$ cat config.mk
export PLATFORM = sky130hd
export DESIGN_NAME = clk_rst_seq
export DESIGN_NICKNAME = d
export VERILOG_FILES = /design/src/rtl/clk_rst_pkg.sv /design/src/rtl/sync2_bit.sv /design/src/rtl/clk_rst_seq.sv
export SDC_FILE = /design/constraint.sdc
export NUM_CORES = 1
export LEC_CHECK = 0
export CAP_MARGIN = 10
export CORE_ASPECT_RATIO = 0.7
export CORE_MARGIN = 2
export CORE_UTILIZATION = 50
export CTS_BUF_LIST = sky130_fd_sc_hd__clkbuf_4 sky130_fd_sc_hd__clkbuf_8
export CTS_CLUSTER_SIZE = 12
export DETAILED_ROUTE_END_ITERATION = 12
export PLACE_DENSITY_LB_ADDON = 0.2
export REMOVE_ABC_BUFFERS = 1
export SYNTH_ARGS = -nofsm -noshare
export SYNTH_HDL_FRONTEND = slang
export SYNTH_SLANG_ARGS = --single-unit
$ cat constraint.sdc
create_clock -name clk -period 5.1 [get_ports clk]
set_clock_uncertainty 0.1 [all_clocks]
set_input_delay 1.02 -clock clk [delete_from_list [all_inputs] [get_ports clk]]
set_output_delay 1.02 -clock clk [all_outputs]
set_load 0.01 [all_outputs]
$ cat src/rtl/clk_rst_pkg.sv
// Shared types and constants for the capture-datapath startup/reset sequencer.
package clk_rst_pkg;

    typedef enum logic [2:0] {
        StIdle,
        StInit,
        StWaitLock,
        StRelease,
        StRun,
        StFault
    } state_e;

    localparam int unsigned DefNch        = 4;
    localparam int unsigned DefInitCycles = 50;
    localparam int unsigned DefLockStable = 8;
    localparam int unsigned DefStagger    = 4;
    localparam int unsigned DefHoldCycles = 16;

    // Wide enough for the largest cycle parameter, plus one bit of headroom.
    function automatic int unsigned cnt_width(input int unsigned a, input int unsigned b,
                                              input int unsigned c, input int unsigned d);
        int unsigned m;
        m = a;
        if (b > m) m = b;
        if (c > m) m = c;
        if (d > m) m = d;
        return $clog2(m) + 1;
    endfunction

endpackage

$ cat src/rtl/sync2_bit.sv
// Two-flop synchroniser for a single asynchronous level, synchronous reset to 0.
module sync2_bit (
    input  logic clk,
    input  logic reset,
    input  logic d,
    output logic q
);

    logic meta_q;

    always_ff @(posedge clk) begin
        if (reset) begin
            meta_q <= 1'b0;
            q      <= 1'b0;
        end else begin
            meta_q <= d;
            q      <= meta_q;
        end
    end

endmodule

$ cat src/rtl/clk_rst_seq.sv
// Startup/reset sequencer: power-up delay, PLL-lock qualification, staggered per-channel
// reset release and lock-loss supervision with automatic re-sequencing.
module clk_rst_seq
    import clk_rst_pkg::*;
#(
    parameter int unsigned NCH         = DefNch,
    parameter int unsigned INIT_CYCLES = DefInitCycles,
    parameter int unsigned LOCK_STABLE = DefLockStable,
    parameter int unsigned STAGGER     = DefStagger,
    parameter int unsigned HOLD_CYCLES = DefHoldCycles
) (
    input  logic           clk,
    input  logic           reset,
    input  logic           start,
    input  logic           locked,
    output logic [NCH-1:0] clk_en,
    output logic [NCH-1:0] rst_out,
    output logic           ready,
    output logic           lock_lost
);

    localparam int unsigned CW = cnt_width(INIT_CYCLES, LOCK_STABLE, STAGGER, HOLD_CYCLES);
    localparam int unsigned KW = $clog2(NCH) + 1;

    localparam logic [CW-1:0] InitLast = CW'(INIT_CYCLES - 1);
    localparam logic [CW-1:0] LockLast = CW'(LOCK_STABLE - 1);
    localparam logic [CW-1:0] StagLast = CW'(STAGGER - 1);
    localparam logic [CW-1:0] HoldLast = CW'(HOLD_CYCLES - 1);
    localparam logic [KW-1:0] KLast    = KW'(NCH - 1);

    state_e         state_q, state_d;
    logic [CW-1:0]  cnt_q, cnt_d;
    logic [KW-1:0]  k_q, k_d;
    logic [NCH-1:0] clk_en_q, clk_en_d;
    logic [NCH-1:0] rst_out_q, rst_out_d;
    logic           ready_q, ready_d;
    logic           lock_lost_q, lock_lost_d;
    logic           locked_s;

    sync2_bit u_lock_sync (
        .clk   (clk),
        .reset (reset),
        .d     (locked),
        .q     (locked_s)
    );

    always_ff @(posedge clk) begin
        if (reset) begin
            state_q     <= StIdle;
            cnt_q       <= '0;
            k_q         <= '0;
            clk_en_q    <= '0;
            rst_out_q   <= '1;
            ready_q     <= 1'b0;
            lock_lost_q <= 1'b0;
        end else begin
            state_q     <= state_d;
            cnt_q       <= cnt_d;
            k_q         <= k_d;
            clk_en_q    <= clk_en_d;
            rst_out_q   <= rst_out_d;
            ready_q     <= ready_d;
            lock_lost_q <= lock_lost_d;
        end
    end

    always_comb begin
        state_d     = state_q;
        cnt_d       = cnt_q;
        k_d         = k_q;
        clk_en_d    = clk_en_q;
        rst_out_d   = rst_out_q;
        ready_d     = ready_q;
        lock_lost_d = lock_lost_q;

        unique case (state_q)
            StIdle: begin
                if (start) begin
                    state_d = StInit;
                    cnt_d   = '0;
                end
            end
            StInit: begin
                if (cnt_q == InitLast) begin
                    state_d = StWaitLock;
                    cnt_d   = '0;
                end else begin
                    cnt_d = cnt_q + CW'(1);
                end
            end
            StWaitLock: begin
                if (!locked_s) begin
                    cnt_d = '0;
                end else if (cnt_q == LockLast) begin
                    state_d  = StRelease;
                    clk_en_d = '1;
                    cnt_d    = '0;
                    k_d      = '0;
                end else begin
                    cnt_d = cnt_q + CW'(1);
                end
            end
            StRelease: begin
                if (cnt_q == StagLast) begin
                    cnt_d = '0;
                    k_d   = k_q + KW'(1);
                    for (int unsigned i = 0; i < NCH; i++) begin
                        if (k_q == KW'(i)) rst_out_d[i] = 1'b0;
                    end
                    if (k_q == KLast) begin
                        state_d = StRun;
                        ready_d = 1'b1;
                    end
                end else begin
                    cnt_d = cnt_q + CW'(1);
                end
            end
            StRun: begin
            end
            StFault: begin
                if (cnt_q == HoldLast) begin
                    state_d = StWaitLock;
                    cnt_d   = '0;
                end else begin
                    cnt_d = cnt_q + CW'(1);
                end
            end
            default: state_d = StIdle;
        endcase

        // Lock loss overrides any release scheduled on the same edge.
        if ((state_q == StRelease || state_q == StRun) && !locked_s) begin
            state_d     = StFault;
            rst_out_d   = '1;
            clk_en_d    = '0;
            ready_d     = 1'b0;
            lock_lost_d = 1'b1;
            cnt_d       = '0;
        end
    end

    assign clk_en    = clk_en_q;
    assign rst_out   = rst_out_q;
    assign ready     = ready_q;
    assign lock_lost = lock_lost_q;

endmodule

### After elaboration in Yosys (flattened, before gate mapping)

Index checks and enable logic that the tools add are counted.

| storage, ports and cells | value |
|---|---|
| logic and storage cells | 80 |
| ROM bits | 0 |
| latch bits | 0 |
| memories | 0 |
| memory bits (writable) | 0 |
| register bits | 22 |

| operators by class | value |
|---|---|
| muxes and demuxes | 20 |
| bitwise operators | 1 |
| $mul | 0 |
| equality and inequality tests | 27 |
| reductions and logical operators | 17 |
| add/sub/neg operators | 2 |
| div/mod/pow operators | 0 |
| shift operators | 0 |
| order comparisons | 0 |

Operator list:

| cell | count |
|---|---|
| $mux W7 | 6 |
| $pmux W7 S5 | 1 |
| $mux W3 | 11 |
| $pmux W3 S6 | 1 |
| $reduce_and A8 Y1 | 2 |
| $reduce_and A3 Y1 | 5 |
| $eq A3 B2 Y1 const B | 4 |
| $ne A2 B2 Y1 const B | 6 |
| $ne A3 B3 Y1 const B | 4 |
| $ne A3 B2 Y1 const B | 3 |
| $add A7 B1 Y7 const B | 1 |
| $eq A7 B2 Y1 const B | 1 |
| $eq A7 B3 Y1 const B | 1 |
| $eq A7 B4 Y1 const B | 1 |
| $eq A7 B6 Y1 const B | 1 |
| $eq A3 B1 Y1 const B | 2 |
| $eq A3 B3 Y1 const B | 2 |
| $logic_not A3 Y1 | 2 |
| $pmux W3 S2 | 1 |
| $reduce_bool A5 Y1 | 1 |
| $ne A2 B1 Y1 const B | 2 |
| $reduce_and A4 Y1 | 1 |
| $add A3 B1 Y3 const B | 1 |
| $reduce_and A2 Y1 | 1 |
| 6 further kinds | 6 |

### Longest topological paths before layout

Gate-level depths: netlist of run 1.

| depth | value |
|---|---|
| depth after elaboration | 5 |
| gate-level depth with buffers | 7 |
| mapped depth without buffers | 6 |

### Hierarchy

Synthesis of run 1 repeated with hierarchy kept, for this count alone.

| second synthesis, totals | value |
|---|---|
| cells, all modules | 153 |
| area, all modules | 1260.0 um^2 |

By module, submodules not included:

| module | area each (um^2) | instances | cells each | seq. area each (um^2) |
|---|---|---|---|---|
| clk_rst_seq | 1207.4 | 1 | 149 | 400.4 |
| sync2_bit | 52.6 | 1 | 4 | 40.0 |

### Worst setup path before layout of run 1

No wires, ideal clock.

| path | value |
|---|---|
| kind | input to register |
| start | input reset |
| end | register rst_out_q[0] (netlist: rst_out[0]) |
| setup slack | 3.003 ns |
| stages | 5 |
| data arrival time | 1.883 ns |
| buffers on the path | 3 |
| cell sequence | clkbuf_1 > or2_2 > buf_2 > buf_6 > a21o_1 |

| between the ends | value |
|---|---|
| longest elaborated chain between the ends | 1 |

RTL lines:

| element | RTL line | text |
|---|---|---|
| start, declared | clk_rst_seq.sv:13 | `input logic reset,` |
| $reduce_or A2 Y1 (no line) | n/a |  |
| end signal, assigned | clk_rst_seq.sv:61 | `rst_out_q <= rst_out_d;` |
| end, declared | clk_rst_seq.sv:35 | `logic [NCH-1:0] rst_out_q, rst_out_d;` |

Every way passes these cells.
A chain may end at the register's enable or synchronous reset.

### Worst setup path after layout of run 1

| path | value |
|---|---|
| start | register clk_en_q[0] (netlist: clk_en[0]) |
| end | output clk_en[0] |

RTL lines:

| element | RTL line | text |
|---|---|---|
| start, declared | clk_rst_seq.sv:34 | `logic [NCH-1:0] clk_en_q, clk_en_d;` |
| start signal, assigned | clk_rst_seq.sv:60 | `clk_en_q <= clk_en_d;` |
| end, declared | clk_rst_seq.sv:16 | `output logic [NCH-1:0] clk_en,` |

No word-level cell between the ends.

==> results by group, run 1 <==
Worst setup path
  • Critical Path Source: clk_en[0]
  • Reg2reg path depth: 5
  • CP arrival: ~1.2 ns
  • Crit path cell chain: clkdlybuf4s50_1
  • R2R Path Start: state_q[1]
  • Stages on worst setup path: 1
  • Worst-path maximum fanout: 5
  • Worst setup EP type: output pin
  • Kind of cell adding the most delay to the critical path: buffers and inverters
  • CP Buf/Inv Count: 1
  • Flop2flop setup slack: around 3.2 ns
  • Critical Path Sink: clk_en[0]
  • CP max-delay cell: clkdlybuf4s50_1
  • CP Launch Type: flop
  • Crit Path Class: flop to output pin
  • R2R Path End: cnt_q[5]
  • Max stage delay on crit path: 0.56 ns
  • CP required: 3.98 ns

Layout
  • Layout cells sized above 1: a little under a tenth
  • Fill count: between 200 and 300
  • Fin area: ~0.0014 mm2
  • Layout area overhead: 9.38%
  • Nets: roughly 170
  • Area occupied by registers: roughly 440 um2
  • Multi-input gate area: around 760 um2
  • Final antenna diode count: 0

Detailed routing
  • Initial DRC count: 46
  • Vias/cell: roughly 5.5
  • Via Count: between 1000 and 1500
  • First-pass DRT Iterations: 6
  • Final WL: between 2000 and 2500 um
  • Routed WL per cell: about 13 um
  • DRC viols: 0
  • Post-route antenna net violation count: 0

Timing
  • Worst-Margin Slew: between 0.4 and 0.5 ns
  • Setup TNS: 0 ns
  • Final setup vio count: 0
  • Final Critical Period: around 2.3 ns
  • Final period util: 45.5%
  • Final Hold Fails: 0
  • RSZ-0062 raised after global routing: false
  • Fmax: approximately 0.43 GHz
  • Rel. slew slack: a little under three quarters
  • Slew Viols, Final: 0

Synthesis
  • EDFF count, synth: 0
  • Most common cell in the netlist: nor2_1
  • Synth Area in Compound Gates: between 20% and 30%
  • Yosys cell types: 47
  • List of most frequent post-synthesis cells: nor2_1 (25), dfxtp_1 (22), nand2_1 (15)
  • Multiplexer area fraction after synthesis: 1.52%
  • Simple-gate area share of the yosys netlist: around 28%
  • Synth top area cells: dfxtp_1 (33%), nor2_1 (7.1%), ha_1 (6.6%), nand2_1 (4.3%), a21oi_1 (2.7%)
  • Avg Cell Area, Syn: 8.35 um2
  • Yosys top cell area share: between 30% and 40%
  • Leading area contributor after synthesis: dfxtp_1
  • Adder-cell share of the synthesized area: 6.64%
  • Post-synthesis xor/xnor area fraction: less than 1%
  • Async set-reset flop share out of synthesis: 0%
  • Flops & latches, synth: 22
  • Yosys warns: 0
  • Sequential area share after synthesis: between 30% and 40%
  • Main synth FF type: dfxtp_1
  • Largest family of logic cells by synthesized area: simple AND/OR/NAND/NOR gates
  • Synth Cell Area: 0.00132 mm2
  • Synth Instances: about 160

Clock network
  • CTS tree: built
  • CTS Sinks: 22
  • Htree depth: 1
  • Hold Buf Count CTS: 0
  • Root buf cell: clkbuf_8
  • Clock Tree Buf Depth: 2
  • Worst skew pair latency: 0.25 ns
  • Clock Pin Slew Worst Setup and Hold Paths: approximately 0.070 ns
  • Total CTS buffers: 3
  • Cts repair resizes: 0
  • Post-CTS Setup Inserts: 0

Global routing
  • Initial antenna violation count: 0
  • Grt ovf: 0
  • First-pass GRT wire length: around 4100 um
  • GR Util All Layers: approximately 18%
  • Vias in the first global route: slightly below 900
  • Largest net degree at the start of global routing: 16

Die
  • Starting Density: 53.3%
  • Die X: between 60 and 70 um
  • Die ar.: between 0.003 and 0.004 mm2
  • Top-Level Pins: 14
  • Die H: about 47 um
  • Placement Rows: 15
  • Core Region: roughly 0.0025 mm2

Worst hold path
  • Min-Delay Path Class: flop to flop
  • Hold path start: u_lock_sync.meta_q
  • WHS Path Cells: 1

Placed design
  • Post-DP Area: roughly 0.0014 mm2
  • DP HPWL: about 1900 um
  • Gpl congestion: slightly above 0.8
  • Port buffer count: 13

Job
  • Max-Cap Viols: 0

Power
  • Static Leak: 0.520 nW
  • Total power draw: about 0.00048 W
  • P per Cell Area: around 330 mW/mm2
  • Peak VDD IR: 0.000196 V

Run status
  • Status: complete, no violations
## worst min path at each step
stage,endpoint
2_1_floorplan,u_lock_sync.q
3_3_place_gp,rst_out[3]
3_5_place_dp,u_lock_sync.q
4_1_cts,u_lock_sync.q
5_1_grt,u_lock_sync.q
6_report,u_lock_sync.q
## logic make-up (layout without fill, tap and decap cells)
family / Yosys count / after routing
and+or+nand+nor: 70 / 70
buffers and inverters: 20 / 23
DFF: 22 / 22
AOI/OAI and AO/OA: 36 / 36
muxes: 2 / 2
xor gates and xnor gates: 1 / 1
adders and majority gates: 7 / 7
## state kept, by name (all words and copies together), names as in the netlist
| register | count |
|---|---|
| ready | 1 |
| cnt_q | 7 |
| clk_en | 1 |
| u_lock_sync.q | 1 |
| rst_out | 4 |
| lock_lost | 1 |
| state_q | 3 |
| u_lock_sync.meta_q | 1 |
| k_q | 3 |
## through the flow
step | util (%) | std cells | setup WS, ns | hold WS [ns]
after floorplan | - | 145 | 3.16 | 0.314
after global placement | 56.6 | 192 | 2.54 | 0.335
after detailed placement | 56.6 | 192 | 2.51 | 0.334
after CTS | 58.3 | 195 | 2.77 | 0.357
after global routing | 58.3 | 195 | 2.71 | 0.359
final | 58.3 | 195 | 2.78 | 0.352
## area by class of cell
| cell class | instances | share of cell area (%) |
|---|---|---|
| Clock buffer | 3 | 2.86 |
| Tap cell | 34 | 2.95 |
| Timing Repair Buffer | 13 | 9.01 |
| Sequential cell | 22 | 30.5 |
| Multi-Input combinational cell | 116 | 52.9 |
| Inverter | 7 | 1.82 |
## power by group
group          total [W]  switching [W]  internal [W]  leakage (nW)
clock           0.000103      0.0000500     0.0000526        0.0216
sequential      0.000218      0.0000314      0.000187         0.179
combinational   0.000155      0.0000858     0.0000689         0.320
total           0.000475       0.000167      0.000308         0.520
## metal layers
layer / GRT usage, % / wire [um] / up-vias / share of wire (%)
li1: - / - / 555 / -
met1: 27.2 / 1350 / 491 / 54
met2: 23.3 / 1010 / 21 / 40
met3: 5.04 / 117 / 2 / 4.7
met4: 5.00 / 19 / 0 / 0.76
met5: 0 / 0 / - / 0
## worst reg2reg max path, delay by kind of cell (launching register included)
kind	cells	cell delay [ns]
flops	1	0.58
compound gates	2	0.48
simple gates	3	0.70
## placed cells by master (no fill, tap or decap), types with 3 or more instances in the layout
cell type	n
nand2_1	15
clkdlybuf4s50_1	13
dfxtp_1	22
nand3_1	6
clkbuf_8	3
o21ai_0	3
ha_1	7
a21oi_1	7
nand2b_1	3
nor2b_1	3
and3_1	3
nor2_1	25
a21o_1	4
inv_1	7
a31oi_1	5
Power figures use the tool's default switching activity.
==> run 2: changes to the inputs <==
Clock period 5.1 ns to 1.9 ns, I/O delays scaled along.
==> results by group, run 2 (same netlist as run 1, synthesis figures left out) <==
Run status
  • Status: complete, no violations

Clock network
  • Clock Tree Buf Depth: 2 (unchanged)
  • CTS Sinks: 22 (unchanged)
  • CTS tree: built
  • Root buf cell: clkbuf_8
  • Htree depth: 1 (unchanged)
  • Worst skew pair latency: 0.27 ns (+0.02 ns)
  • Post-CTS Setup Inserts: 0 (unchanged)
  • Total CTS buffers: 3 (unchanged)
  • Cts repair resizes: 0 (unchanged)
  • Clock Pin Slew Worst Setup and Hold Paths: 0.07 ns (about the same)
  • Hold Buf Count CTS: 0 (unchanged)

Timing
  • Slew Viols, Final: 0 (unchanged)
  • Final period util: 95.4%
  • Worst-Margin Slew: 0.368 ns (-0.0584 ns)
  • Setup TNS: 0 ns (unchanged)
  • Final Hold Fails: 0 (unchanged)
  • Final setup vio count: 0 (unchanged)
  • Rel. slew slack: 75.2% (+3.7 points)
  • Fmax: about 0.55 GHz
  • Final Critical Period: between 1.5 and 2 ns
  • RSZ-0062 raised after global routing: false

Global routing
  • GR Util All Layers: 21.0% (+3.4 points)
  • Largest net degree at the start of global routing: 12 (-4)
  • Initial antenna violation count: 0 (unchanged)
  • Vias in the first global route: 1028 (+15%)
  • Grt ovf: 0 (unchanged)
  • First-pass GRT wire length: 4700 um (+15%)

Detailed routing
  • DRC viols: 0 (unchanged)
  • Vias/cell: 5.67 (+3.5%)
  • Final WL: 2940 um (+18%)
  • First-pass DRT Iterations: 4 (-2)
  • Via Count: 1169 (+9.4%)
  • Routed WL per cell: 14.3 um (+12%)
  • Post-route antenna net violation count: 0 (unchanged)
  • Initial DRC count: 77 (+67%)

Layout
  • Commonest cells after routing, fill and taps aside: nor2_1 (25), dfxtp_1 (20), nand2_1 (15), clkdlybuf4s50_1 (13), buf_4 (11)
  • Commonest non-fill, non-tap cell in the layout: nor2_1
  • Fin area: 0.00154 mm2 (+6.5%)
  • Fill count: 209 (-17%)
  • Final antenna diode count: 0 (unchanged)
  • Largest reg by FF count: cnt_q
  • Layout cells sized above 1: 18.0% (+8.7 points)
  • Max reg flops: 7 (unchanged)
  • Nets: 185 (+6.3%)
  • Layout area overhead: 16.5%

Power
  • P per Cell Area: 906 mW/mm2 (+180%)
  • Static Leak: 0.575 nW (+11%)
  • Peak VDD IR: 0.000388 V (+98%)

Job
  • Max-Cap Viols: 0 (unchanged)

Placed design
  • Post-DP Area: 0.00149 mm2 (+5.9%)
  • Gpl congestion: 0.953 (+15%)
  • DP HPWL: 2270 um (+20%)
  • Port buffer count: 13 (unchanged)

Worst setup path
  • CP required: 1.95 ns (-2.03 ns)
  • Crit path cell chain: or4_4, o21ai_4, o221ai_4, nand3_1, a31oi_1
  • Crit Path Class: flop to flop
  • Kind of cell adding the most delay to the critical path: simple AND/OR/NAND/NOR gates
  • Max stage delay on crit path: 0.62 ns (+0.06 ns)
  • CP max-delay cell: or4_4
  • Worst-path maximum fanout: 8 (+3)
  • Worst setup EP type: flop
  • CP arrival: 1.87 ns (+0.67 ns)
  • CP Buf/Inv Count: 0 (-1)
  • CP Launch Type: flop

Die
  • Die H: 47.0 um (unchanged)
  • Die ar.: 0.00307 mm2 (unchanged)
  • Placement Rows: 15 (unchanged)
  • Top-Level Pins: 14 (unchanged)
  • Starting Density: 53.3% (unchanged)
  • Core Region: 0.00248 mm2 (unchanged)
  • Die X: 65.4 um (unchanged)

Worst hold path
  • Min-Delay Path Class: flop to flop
run 2: cell types whose count changed in the layout (fill, tap and decap cells not counted), sizes merged:
cell,before,now
buf,0,11
run 2: power breakdown:
part / internal [W] / total [W] / switching, W
Clock: 0.000142 / 0.000288 / 0.000146
Combinational: 0.000249 / 0.000536 / 0.000288
Sequential: 0.000504 / 0.000570 / 0.0000658
run 2: through the flow:
stage / util [%] / hold slack (ns) / instances / total power, W / worst slack (ns)
4_1_cts: 61.6 / 0.362 / 206 / 0.00138 / 0.0408
6_report: 62.1 / 0.360 / 206 / 0.00139 / 0.0872
3_5_place_dp: 59.9 / 0.350 / 203 / 0.00109 / 0.0362
5_1_grt: 62.1 / 0.365 / 206 / 0.00147 / 0.00392
2_1_floorplan: - / 0.314 / 145 / 0.000903 / 0.194
3_3_place_gp: 59.9 / 0.325 / 203 / 0.00107 / 0.149
run 2: area by class of cell:
class,instances,area [um2],area share (%)
repair buffers,24,213,13.8
well taps,34,42.5,2.77
flip-flops and latches,22,443,28.8
clock buffers,3,41.3,2.69
inverters,7,26.3,1.71
multi-input cells,116,772,50.2
run 2: final timing paths:
kind / start / endpoint / slack (ns) / cells past startpoint
max: cnt_q[4] / cnt_q[3] / 0.09 / 5
min: u_lock_sync.meta_q / u_lock_sync.q / 0.36 / 1
min reg2reg: u_lock_sync.meta_q / u_lock_sync.q / 0.36 / 1
max reg2reg: cnt_q[4] / cnt_q[3] / 0.09 / 5
run 2: layer usage:
layer	wire (um)	GRT usage, %	part of all wire [%]	vias to the layer above
met4	44	7.92	1.5	0
met3	258	6.24	8.8	4
met2	1270	32.2	43	52
li1	-	-	-	578
met5	0	0	0	-
met1	1360	28.5	46	535
==> run 3: changes to the inputs <==
Settings changed: SYNTH_HIERARCHICAL set to 1.
==> results by group, run 3 <==
Run status
  • Status: complete, no violations

Layout
  • Largest reg by FF count: cnt_q
  • Commonest cells after routing, fill and taps aside: buf_4 (19), nand2_1 (18), dfxtp_1 (18), nor2_1 (16), clkdlybuf4s50_1 (13)
  • Commonest non-fill, non-tap cell in the layout: buf_4
  • Max reg flops: 7 (unchanged)
  • Layout cells sized above 1: 25.0% (+7.0 points)
  • Fill count: 204 (-2.4%)
  • Final antenna diode count: 0 (unchanged)
  • Fin util: 66.9% (+4.8 points)
  • Nets: 193 (+4.3%)
  • Layout area overhead: 28.5%

Placed design
  • DP HPWL: 2210 um (-2.6%)
  • Pre-CTS setup slack: -0.0951 ns (-0.131 ns)
  • Gpl congestion: 0.908 (-4.8%)
  • Port buffer count: 13 (unchanged)

Worst setup path
  • CP Launch Type: flop
  • Critical Path Source: cnt_q[1]
  • CP arrival: 2.05 ns (+0.18 ns)
  • Reg2reg path depth: 6 (+1)
  • R2R Path Start: cnt_q[1]
  • Flop2flop setup slack: 0.006 ns (-0.08 ns)
  • Crit Path Class: flop to flop
  • CP required: 2.05 ns (+0.10 ns)
  • Worst-path maximum fanout: 5 (-3)
  • Worst setup EP type: flop

Die
  • Core Region: 0.00242 mm2 (-2.3%)
  • Die ar.: 0.00294 mm2 (-4.2%)
  • Die H: 46 um (-2.1%)
  • Die X: 64 um (-2.2%)
  • Starting Density: 52.0% (-1.2 points)
  • Placement Rows: 15 (unchanged)
  • Top-Level Pins: 14 (unchanged)

Synthesis
  • Leading area contributor after synthesis: dfxtp_1
  • Yosys warns: 6 (+6)
  • Synth top area cells: dfxtp_1 (35%), ha_1 (7.0%), nand2_1 (5.4%), a21oi_1 (4.8%), nor2_1 (4.8%)
  • Avg Cell Area, Syn: 8.24 um2 (-1.4%)
  • Synth Instances: 153 (-3.2%)
  • Async set-reset flop share out of synthesis: 0% (unchanged)
  • List of most frequent post-synthesis cells: dfxtp_1 (22), nand2_1 (18), nor2_1 (16)
  • Main synth FF type: dfxtp_1
  • Flops & latches, synth: 22 (unchanged)
  • Yosys cell types: 41 (-13%)
  • Sequential area share after synthesis: 35.0% (+1.6 points)
  • Yosys top cell area share: 35.0% (+1.6 points)
  • EDFF count, synth: 0 (unchanged)
  • Synth Cell Area: 0.00126 mm2 (-4.5%)
  • Most common cell in the netlist: dfxtp_1

Power
  • Total power draw: 0.000802 W (-42%)
  • P per Cell Area: 496 mW/mm2 (-45%)
  • Peak VDD IR: 0.000409 V (+5.5%)
  • Static Leak: 0.614 nW (+6.8%)

Clock network
  • Root buf cell: clkbuf_4
  • Clock Pin Slew Worst Setup and Hold Paths: 0.12 ns (+0.05 ns)
  • Htree depth: 1 (unchanged)
  • Worst skew pair latency: 0.32 ns (+0.05 ns)
  • Hold Buf Count CTS: 0 (unchanged)
  • Clock Tree Buf Depth: 2 (unchanged)
  • CTS Sinks: 22 (unchanged)
  • Total CTS buffers: 3 (unchanged)
  • CTS tree: built

Timing
  • Final setup vio count: 0 (unchanged)
  • RSZ-0062 raised after global routing: true
  • Rel. slew slack: 73.6% (-1.7 points)
  • Hold slack: 0.355 ns (-0.00539 ns)
  • Final Hold Fails: 0 (unchanged)
  • Final Critical Period: 1.89 ns (+0.0816 ns)
  • Final period util: 99.7% (+4.3 points)
  • Worst setup slack after layout: 0.00568 ns (-0.0816 ns)
  • Fmax: 0.528 GHz (-4.3%)
  • Slew Viols, Final: 0 (unchanged)
  • Worst-Margin Slew: 0.396 ns (+0.0282 ns)

Detailed routing
  • Initial DRC count: 40 (-48%)
  • DRC viols: 0 (unchanged)
  • Routed WL per cell: 15.0 um (+5.0%)
  • Final WL: 3210 um (+9.1%)
  • First-pass DRT Iterations: 4 (unchanged)
  • Vias/cell: 5.64 (-0.61%)
  • Via Count: 1207 (+3.3%)
  • Post-route antenna net violation count: 0 (unchanged)

Global routing
  • GR Util All Layers: 23.4% (+2.4 points)
  • Largest net degree at the start of global routing: 15 (+3)
  • Vias in the first global route: 1158 (+13%)
  • First-pass GRT wire length: 5160 um (+9.9%)
  • Initial antenna violation count: 0 (unchanged)
  • Grt ovf: 0 (unchanged)

Worst hold path
  • WHS Path Cells: 2 (+1)
  • Min-Delay Path Class: flop to flop
  • Hold path start: ready

Job
  • Max-Cap Viols: 0 (unchanged)
-- run 3: changes by cell type in the layout (fill, tap and decap cells not counted), sizes merged, moves of 4 or more --
| cell | delta |
|---|---|
| and2 | +4 |
| o21ai | -4 |
| buf | +8 |
| o22ai | +5 |
| nor2 | -10 |
| a21oi | +5 |
-- run 3: power breakdown --
part           leakage [nW]  internal (W)   total, W  switching (W)
registers             0.180      0.000469   0.000482      0.0000123
clock network        0.0138     0.0000745   0.000222       0.000147
logic                 0.420     0.0000458  0.0000990      0.0000532
total                 0.614      0.000590   0.000802       0.000213
-- run 3: cells by family after synthesis --
family                   share of synthesized area, %
flip-flops                                       35.0
buffers and inverters                            5.96
AND/OR/NAND/NOR                                  28.5
adder cells (fa/ha/maj)                          6.95
multiplexers                                     3.28
AO/OA/AOI/OAI                                    20.4
-- run 3: metal layers --
metal | vias to the layer above | global-route usage, % | share of wire [%]
met5 | - | 0 | 0
met3 | 7 | 4.70 | 5.5
li1 | 588 | - | -
met4 | 0 | 13.9 | 2.2
met2 | 41 | 39.6 | 47
met1 | 571 | 28.2 | 45
-- run 3: what timing repair did --
item,CTS,global route
gates resized for setup,4,11
setup buffers,2,1
pin swaps,1,3
setup endpoints to repair,7,13
-- run 3: worst paths after layout --
check / endpoint
max: state_q[1]
min: ready
max reg2reg: state_q[1]
min reg2reg: ready
-- run 3: area by class of cell --
| type | instances | area, um2 | area share [%] |
|---|---|---|---|
| multi-input combinational | 115 | 806 | 49.8 |
| sequential | 22 | 445 | 27.5 |
| timing repair buffer | 32 | 273 | 16.8 |
| tap | 34 | 42.5 | 2.63 |
| inverter | 8 | 30.0 | 1.85 |
| clock buffer | 3 | 22.5 | 1.39 |
-- run 3: stage by stage --
step / TNS [ns] / cell area (um2) / std cells
2_1_floorplan: 0 / 1210 / 145
6_report: 0 / 1620 / 214
3_5_place_dp: -0.169 / 1520 / 209
4_1_cts: 0 / 1570 / 214
5_1_grt: -0.262 / 1620 / 214
3_3_place_gp: -0.0347 / 1520 / 209
-- run 3: worst max-delay path, stage by stage, from the launching register on --
cell      delay [ns]
dfxtp_2         0.37
ha_4            0.16
nor4b_4         0.27
and2_4          0.23
o221ai_2        0.10
or3_1           0.37
a211oi_2        0.21
